### config.mk
export PLATFORM = sky130hd
export DESIGN_NAME = fpcvt_iter_flat
export DESIGN_NICKNAME = d
export VERILOG_FILES = /design/src/rtl/fpcvt_pkg.sv /design/src/rtl/fpcvt_iter_if.sv /design/src/rtl/fpcvt_round.sv /design/src/rtl/fpcvt_iter.sv /design/src/flat_wrapper.sv
export SDC_FILE = /design/constraint.sdc
export NUM_CORES = 1
export LEC_CHECK = 0
export ABC_CLOCK_PERIOD_IN_PS = 4490
export CAP_MARGIN = 20
export CORE_UTILIZATION = 50
export CTS_CLUSTER_DIAMETER = 100
export DETAILED_ROUTE_END_ITERATION = 8
export PLACE_DENSITY = 0.76
export SETUP_SLACK_MARGIN = 0.1
export SLEW_MARGIN = 20
export SYNTH_ARGS = -nofsm -noshare
export SYNTH_HDL_FRONTEND = slang
export SYNTH_SLANG_ARGS = --single-unit
### constraint.sdc
create_clock -name clk -period 4.49 [get_ports clk]
set_input_delay 1.347 -clock clk [delete_from_list [all_inputs] [get_ports clk]]
set_output_delay 1.347 -clock clk [all_outputs]
set_load 0.1 [all_outputs]
### src/rtl/fpcvt_pkg.sv
// fpcvt_pkg: shared state encoding, default widths and helpers
// for the iterative int-to-float converter.
package fpcvt_pkg;

  typedef enum logic [1:0] {
    IDLE,
    NORM,
    ROUND,
    DONE
  } state_t;

  localparam int DW_DEF = 12;
  localparam int EW_DEF = 3;
  localparam int FW_DEF = 4;

  // starting exponent: shifts available before the MSB would leave M
  function automatic int e_init(input int dw, input int fw);
    return dw - 1 - fw;
  endfunction

endpackage

### src/rtl/fpcvt_iter_if.sv
// fpcvt_iter_if: sample-in / result-out handshake bundle.
// master = producer/consumer side, slave = converter side.
interface fpcvt_iter_if
  import fpcvt_pkg::*;
#(
  parameter int DW = DW_DEF,
  parameter int EW = EW_DEF,
  parameter int FW = FW_DEF
);

  logic          in_valid;
  logic [DW-1:0] in_d;
  logic          in_ready;
  logic          out_valid;
  logic          out_ready;
  logic          out_s;
  logic [EW-1:0] out_e;
  logic [FW-1:0] out_f;

  modport master (
    output in_valid, in_d, out_ready,
    input  in_ready, out_valid,
    input  out_s, out_e, out_f
  );

  modport slave (
    input  in_valid, in_d, out_ready,
    output in_ready, out_valid,
    output out_s, out_e, out_f
  );

endinterface

### src/rtl/fpcvt_round.sv
// fpcvt_round: significand rounding and exponent saturation.
// FPCVT_ITER_ROUND_EN selects round-half-up; otherwise truncate.
module fpcvt_round
  import fpcvt_pkg::*;
#(
  parameter int EW = EW_DEF,
  parameter int FW = FW_DEF
) (
  input  logic [FW:0]   m_top,
  input  logic [EW-1:0] e_in,
  output logic [EW-1:0] e_out,
  output logic [FW-1:0] f_out
);

`ifdef FPCVT_ITER_ROUND_EN
  localparam logic RND = 1'b1;
`else
  localparam logic RND = 1'b0;
`endif

  logic [FW:0] f_sum;
  logic [EW:0] e_w;
  logic        r;

  // add round bit, renormalise on carry-out, clamp exponent
  always_comb begin
    r     = m_top[0] & RND;
    f_sum = {1'b0, m_top[FW:1]} + {{FW{1'b0}}, r};
    e_w   = {1'b0, e_in};
    f_out = f_sum[FW-1:0];
    if (f_sum[FW]) begin
      f_out = {1'b1, {(FW-1){1'b0}}};
      e_w   = e_w + {{EW{1'b0}}, 1'b1};
    end
    e_out = e_w[EW-1:0];
    if (e_w > {1'b0, {EW{1'b1}}}) begin
      e_out = '1;
      f_out = '1;
    end
  end

endmodule

### src/rtl/fpcvt_iter.sv
// fpcvt_iter: two's-complement to sign/exp/significand, one
// shift per cycle. FPCVT_ITER_ROUND_EN enables rounding.
module fpcvt_iter
  import fpcvt_pkg::*;
#(
  parameter int DW = DW_DEF,
  parameter int EW = EW_DEF,
  parameter int FW = FW_DEF
) (
  input  logic       clk,
  input  logic       rst,
  fpcvt_iter_if.slave bus
);

  if (!((DW - 1 > FW) && (DW - 1 - FW <= (1 << EW) - 1)))
  begin : g_bad_cfg
    $error("fpcvt_iter: illegal DW/EW/FW combination");
  end

  localparam logic [EW-1:0] E0 = EW'(e_init(DW, FW));

  state_t        state;
  logic [DW-2:0] m_q;
  logic [EW-1:0] e_q;
  logic          s_q;
  logic          ov_q;
  logic          os_q;
  logic [EW-1:0] oe_q;
  logic [FW-1:0] of_q;
  logic          accept;
  logic [DW-2:0] mag;
  logic [EW-1:0] r_e;
  logic [FW-1:0] r_f;

  assign bus.in_ready  = (state == IDLE) |
                         ((state == DONE) & bus.out_ready);
  assign accept        = bus.in_valid & bus.in_ready;
  assign bus.out_valid = ov_q;
  assign bus.out_s     = os_q;
  assign bus.out_e     = oe_q;
  assign bus.out_f     = of_q;

  // magnitude of the sample; most-negative value saturates
  always_comb begin
    mag = bus.in_d[DW-2:0];
    if (bus.in_d[DW-1]) begin
      mag = ~bus.in_d[DW-2:0] + {{(DW-2){1'b0}}, 1'b1};
      if (bus.in_d[DW-2:0] == '0) mag = '1;
    end
  end

  fpcvt_round #(
    .EW(EW),
    .FW(FW)
  ) u_round (
    .m_top(m_q[DW-2 -: FW+1]),
    .e_in (e_q),
    .e_out(r_e),
    .f_out(r_f)
  );

  // control FSM, normalising shifter and result registers
  always_ff @(posedge clk or posedge rst) begin
    if (rst) begin
      state <= IDLE;
      m_q   <= '0;
      e_q   <= '0;
      s_q   <= 1'b0;
      ov_q  <= 1'b0;
      os_q  <= 1'b0;
      oe_q  <= '0;
      of_q  <= '0;
    end else begin
      unique case (state)
        IDLE: begin
          if (accept) state <= NORM;
        end
        NORM: begin
          if (!m_q[DW-2] && (e_q != '0)) begin
            m_q <= {m_q[DW-3:0], 1'b0};
            e_q <= e_q - {{(EW-1){1'b0}}, 1'b1};
          end else begin
            state <= ROUND;
          end
        end
        ROUND: begin
          os_q  <= s_q;
          oe_q  <= r_e;
          of_q  <= r_f;
          ov_q  <= 1'b1;
          state <= DONE;
        end
        DONE: begin
          if (bus.out_ready) begin
            ov_q  <= 1'b0;
            state <= accept ? NORM : IDLE;
          end
        end
      endcase
      if (accept) begin
        s_q <= bus.in_d[DW-1];
        m_q <= mag;
        e_q <= E0;
      end
    end
  end

endmodule

### src/flat_wrapper.sv
// flat-port wrapper written by rule: the top's interface ports become plain ports
module fpcvt_iter_flat import fpcvt_pkg::*;
#(
  parameter int DW = DW_DEF,
  parameter int EW = EW_DEF,
  parameter int FW = FW_DEF
)
  (clk, rst, bus_in_valid, bus_in_d, bus_out_ready, bus_in_ready, bus_out_valid, bus_out_s, bus_out_e, bus_out_f);
  fpcvt_iter_if #(.DW(DW), .EW(EW), .FW(FW)) bus_i ();
  input  logic clk;
  input  logic rst;
  input wire logic [$bits(bus_i.in_valid)-1:0] bus_in_valid;
  input wire logic [$bits(bus_i.in_d)-1:0] bus_in_d;
  input wire logic [$bits(bus_i.out_ready)-1:0] bus_out_ready;
  output wire logic [$bits(bus_i.in_ready)-1:0] bus_in_ready;
  output wire logic [$bits(bus_i.out_valid)-1:0] bus_out_valid;
  output wire logic [$bits(bus_i.out_s)-1:0] bus_out_s;
  output wire logic [$bits(bus_i.out_e)-1:0] bus_out_e;
  output wire logic [$bits(bus_i.out_f)-1:0] bus_out_f;
  assign bus_i.in_valid = bus_in_valid;
  assign bus_i.in_d = bus_in_d;
  assign bus_i.out_ready = bus_out_ready;
  assign bus_in_ready = bus_i.in_ready;
  assign bus_out_valid = bus_i.out_valid;
  assign bus_out_s = bus_i.out_s;
  assign bus_out_e = bus_i.out_e;
  assign bus_out_f = bus_i.out_f;
  fpcvt_iter #(.DW(DW), .EW(EW), .FW(FW)) u_core (.clk(clk), .rst(rst), .bus(bus_i));
endmodule
# Yosys cells after proc, flatten, opt, wreduce, memory -nomap -nowiden
# Cells that the tools add are included.
# op_classes
magnitude_cmp	1
n_eq_ne	6
n_addsub	2
bitwise	4
reduce_logical	11
mux	17
# op_table
operator	count
11-bit two-way mux	5
3-bit two-way mux	4
11-bit by 1-bit adder with 11-bit output (second input constant)	1
11-bit zero test	1
11-bit inverter	1
2-bit one-hot mux with 4 select lines	1
2-bit two-way mux	3
2-bit nonzero test	3
2-bit == test (second input constant)	2
4-bit two-way mux	1
2-bit != test (second input constant)	2
2-bit AND reduction	2
3-bit greater-than comparator (second input constant)	1
3-bit AND reduction	1
3-bit nonzero test	1
3-bit by 1-bit subtractor with 3-bit output (second input constant)	1
1-bit AND	2
2-bit by 1-bit == test with 1-bit output (second input constant)	1
2-bit zero test	1
1-bit two-way mux	2
2-bit by 1-bit != test with 1-bit output (second input constant)	1
1-bit one-hot mux with 2 select lines	1
1-bit logical AND	1
1-bit zero test	1
1-bit OR	1
# word_totals
in_bits	16
reg_bits	26
out_inout_bits	10
word_cells	49

# Logic depth before layout (Yosys ltp)
# logic_depth
word_depth	7
depth_mapped	7
mapped_depth_nobuf	6

# Hierarchy
# A second synthesis with hierarchy kept.
# hier_totals
cells_unflattened	151
hier_area_um2	1526.5
# modules_own_cells
mod	seq_area_each_um2	area_each_um2	instances	cells_per_inst
fpcvt_iter	650.6	1500.2	1	144
fpcvt_round	0.0	26.3	1	7

# Worst setup path before layout
# OpenSTA, ideal clock, no wires.
# synth_timing
path_kind	input -> output
startpoint	input bus_out_ready
endpoint	output bus_in_ready
cell_stages	1
arrival_ns	2.052
path_slack_ns	1.091
n_path_buf	0
required_ns	3.143
path_cell_list	a21o_1
# synth_between
elab_chain_cells	2
# synth_lines
item	line_no	rtl
start: declaration	flat_wrapper.sv:14	input wire logic [$bits(bus_i.out_ready)-1:0] bus_out_ready;
1-bit AND	fpcvt_iter.sv:36	((state == DONE) & bus.out_ready);
1-bit OR	fpcvt_iter.sv:35	assign bus.in_ready = (state == IDLE) |
end: declaration	flat_wrapper.sv:15	output wire logic [$bits(bus_i.in_ready)-1:0] bus_in_ready;
# No other way between the ends.

# Worst setup path in the final report
# Same ends and word-level chain as after synthesis.

==> flow_summary.yaml <==
routing:
  vias_per_cell: 5.80
  drt_iter0_drc: 47
  vias: 1224
  drcViolationCount: 4
  wirelength_um: 2860
  wl_per_cell_um: 13.5
  dr.pass1.iters: 8
  ant_nets: 0
run_status:
  status: "finished with violations"
  violations: "DRC"
cells_and_area:
  instances_no_fill: 211
  area_growth_pct: 22.0
  drive_above_1_share_pct: 9.44
  nets: 206
  diodes: 0
timing:
  final.setup_skew_ps: 2.76
  rsz0062_at_grt: "no"
  max_slew_margin_pct: 35.0
  finalSetupViolations: 0
  worst_pin_slew_ps: 972
  min_period_ps: 3630
  final-max-slew-violation-count: 0
  setup_tns_ps: 0
  finalHoldViolCount: 0
  fmax_ghz: 0.276
  fin_crit_sh_pct: 80.8
clocking:
  htreeDepth: 1
  cts.clk_slew.worst_paths_ps: 140
  cts-buffers-inserted: 3
  root_buffer: "clkbuf_4"
  clk_latency_ps: 320
  postCtsSetupBuffers: 0
  clock_sinks: 26
  cts_tree: "built"
  post_cts_resize_count: 0
  cts_hold_buf: 0
  cts_max_path_buffers: 2
synth:
  synth_mux_area_share_pct: 3.65
  yosys.area_share.simple_pct: 15.3
  synthAdderAreaFrac_pct: 7.46
  ys_types: 41
  synth.net_count: 180
  synth_flop_cell: "dfrtp_1"
  ys_async_sr_fraction_pct: 100
  yosys.cell_count.top_type: "dfrtp_1"
  synth_top_family_by_area: "compound AO/OA/AOI/OAI gates"
  syn_inst: 155
  synthTopCellsByArea: "dfrtp_1 43%, ha_1 7.5%, nand2_1 6.0%"
  seq_area_frac_synth_pct: 43.1
  ys_ff_latch: 26
  synth.avg_cell_area_sq_um: 9.74
  synth_top_area_share_pct: 43.1
  synth_compound_gate_area_share_pct: 21.5
  ys_top_cells_by_count: "26 x dfrtp_1, 24 x nand2_1, 11 x inv_1"
  synth_top_cell_by_area: "dfrtp_1"
  synth-xor-area-share_pct: 4.06
  yosysWarningCount: 0
  synth_edf_count: 0
  syn_area_sq_um: 1510
critical_path:
  critPathLaunchType: "input port"
  cp_max_fo: 5
  rrSetupSlack_ps: 2630
  crit_type: "input port to output port"
  crit_arrival_ps: 2280
  rr_endpoint: "u_core.m_q[7]$_DFFE_PP0P_"
  regToRegStartpoint: "u_core.state[1]$_DFFE_PP0P_"
  ff2ff_path_depth: 6
  cp_data_required_time_ps: 3140
  end_kind: "output port"
global_route:
  grt_usage_pct: 19.0
  grt_max_degree: 27
  antenna_found_initial: 0
  grt_pass1_wl_um: 4900
  grt-ovfl-total: 0
  grt_pass1_vias: 1137
floorplanning:
  die_x_um: 57.0
  coreArea_sq_um: 2810
  io-pin-count: 26
  die_y_um: 57.0
  start_util_pct: 53.8
  num_rows: 19
  dieArea_sq_um: 3240
place:
  routabilityCongestion: 0.723
  hpwl_um: 2210
  dp_cells: 206
  port_buffers: 25
power:
  power.density_nw_per_um2: 764
  peakVddDrop_v: 0.000325
  leakagePower_nw: 0.786
worst_hold_path:
  min_to: "u_core.m_q[2]$_DFFE_PP0P_"
  hold_path_class: "flop to flop"
  min_from: "u_core.m_q[2]$_DFFE_PP0P_"
  holdPathStages: 2
run:
  maxCapViolCount: 0
through the flow:
stage / total power [mW] / instance area [sq um] / setup WS (ps) / util [%] / hold slack (ps)
global route: 1.50 / 1840 / 802 / 65.7 / 536
floorplan: 1.06 / 1510 / 1090 / - / 440
finish: 1.41 / 1840 / 861 / 65.7 / 502
CTS: 1.42 / 1830 / 855 / 65.2 / 507
detailed placement: 1.26 / 1780 / 865 / 63.3 / 475
global placement: 1.24 / 1780 / 857 / 63.3 / 473
worst max path at each step:
stage / from / endpoint / slack [ps] / depth (start not counted)
6_report: bus_out_ready / bus_in_ready / 860 / 3
5_1_grt: bus_out_ready / bus_in_ready / 800 / 3
4_1_cts: bus_out_ready / bus_in_ready / 860 / 3
3_5_place_dp: bus_out_ready / bus_in_ready / 860 / 3
3_3_place_gp: bus_out_ready / bus_in_ready / 860 / 3
2_1_floorplan: bus_out_ready / bus_in_ready / 1090 / 1
worst max-delay path: stages:
cell             delay, ps
clkdlybuf4s50_1        500
a21o_1                 230
buf_12                 200
logic make-up (layout without fill, tap and decap cells):
logic type	Yosys count	in the layout
buf+inv	16	41
mux	5	5
xor+xnor	7	7
fa+ha+maj	9	9
compound gates	46	46
simple gates	46	46
flops	26	26
layer usage:
metal | track usage, % | part of all wire (%)
met5 | 0 | 0
met4 | 6.27 | 0.81
met3 | 1.36 | 3.5
met2 | 34.8 | 52
met1 | 23.9 | 44
power breakdown:
group | internal, mW | leakage [nW] | switching, mW
clock | 0.0902 | 0.0279 | 0.0688
combinational | 0.273 | 0.468 | 0.550
sequential | 0.350 | 0.290 | 0.0763
layout make-up:
cell class / count / area, sq um
Clock buffer: 3 / 22.5
Clock inverter: 1 / 30.0
Fill cell: 248 / 962
Inverter: 11 / 41.3
Multi-Input combinational cell: 113 / 785
Sequential cell: 26 / 651
Tap cell: 31 / 38.8
Timing Repair Buffer: 26 / 275
placed cells by master (no fill, tap or decap), types with 2 or more instances in the layout:
cell             instances
inv_1                   11
dfrtp_1                 26
mux2_2                   4
nand2_1                 24
o22a_1                   4
nand3_1                  2
o21ai_1                  3
a32oi_1                  6
xnor2_1                  5
and2_1                   2
nor2_1                   2
o31ai_1                  2
ha_1                     9
a21oi_1                 10
clkbuf_4                 3
xor2_1                   2
a21o_1                   2
nor3_1                   5
o21ai_0                  7
clkdlybuf4s50_1         24
nor2b_1                  2
o22ai_1                  2
nand2b_1                 2
flip-flops by register name (all words and copies together) (netlist names):
name and flops:
u_core.bus.out_e 3, u_core.state 2, u_core.e_q 3, u_core.bus.out_valid 1, u_core.m_q 11, u_core.bus.out_s 1, u_core.s_q 1, u_core.bus.out_f 4
Note: power is estimated with default switching activity, not from simulation.
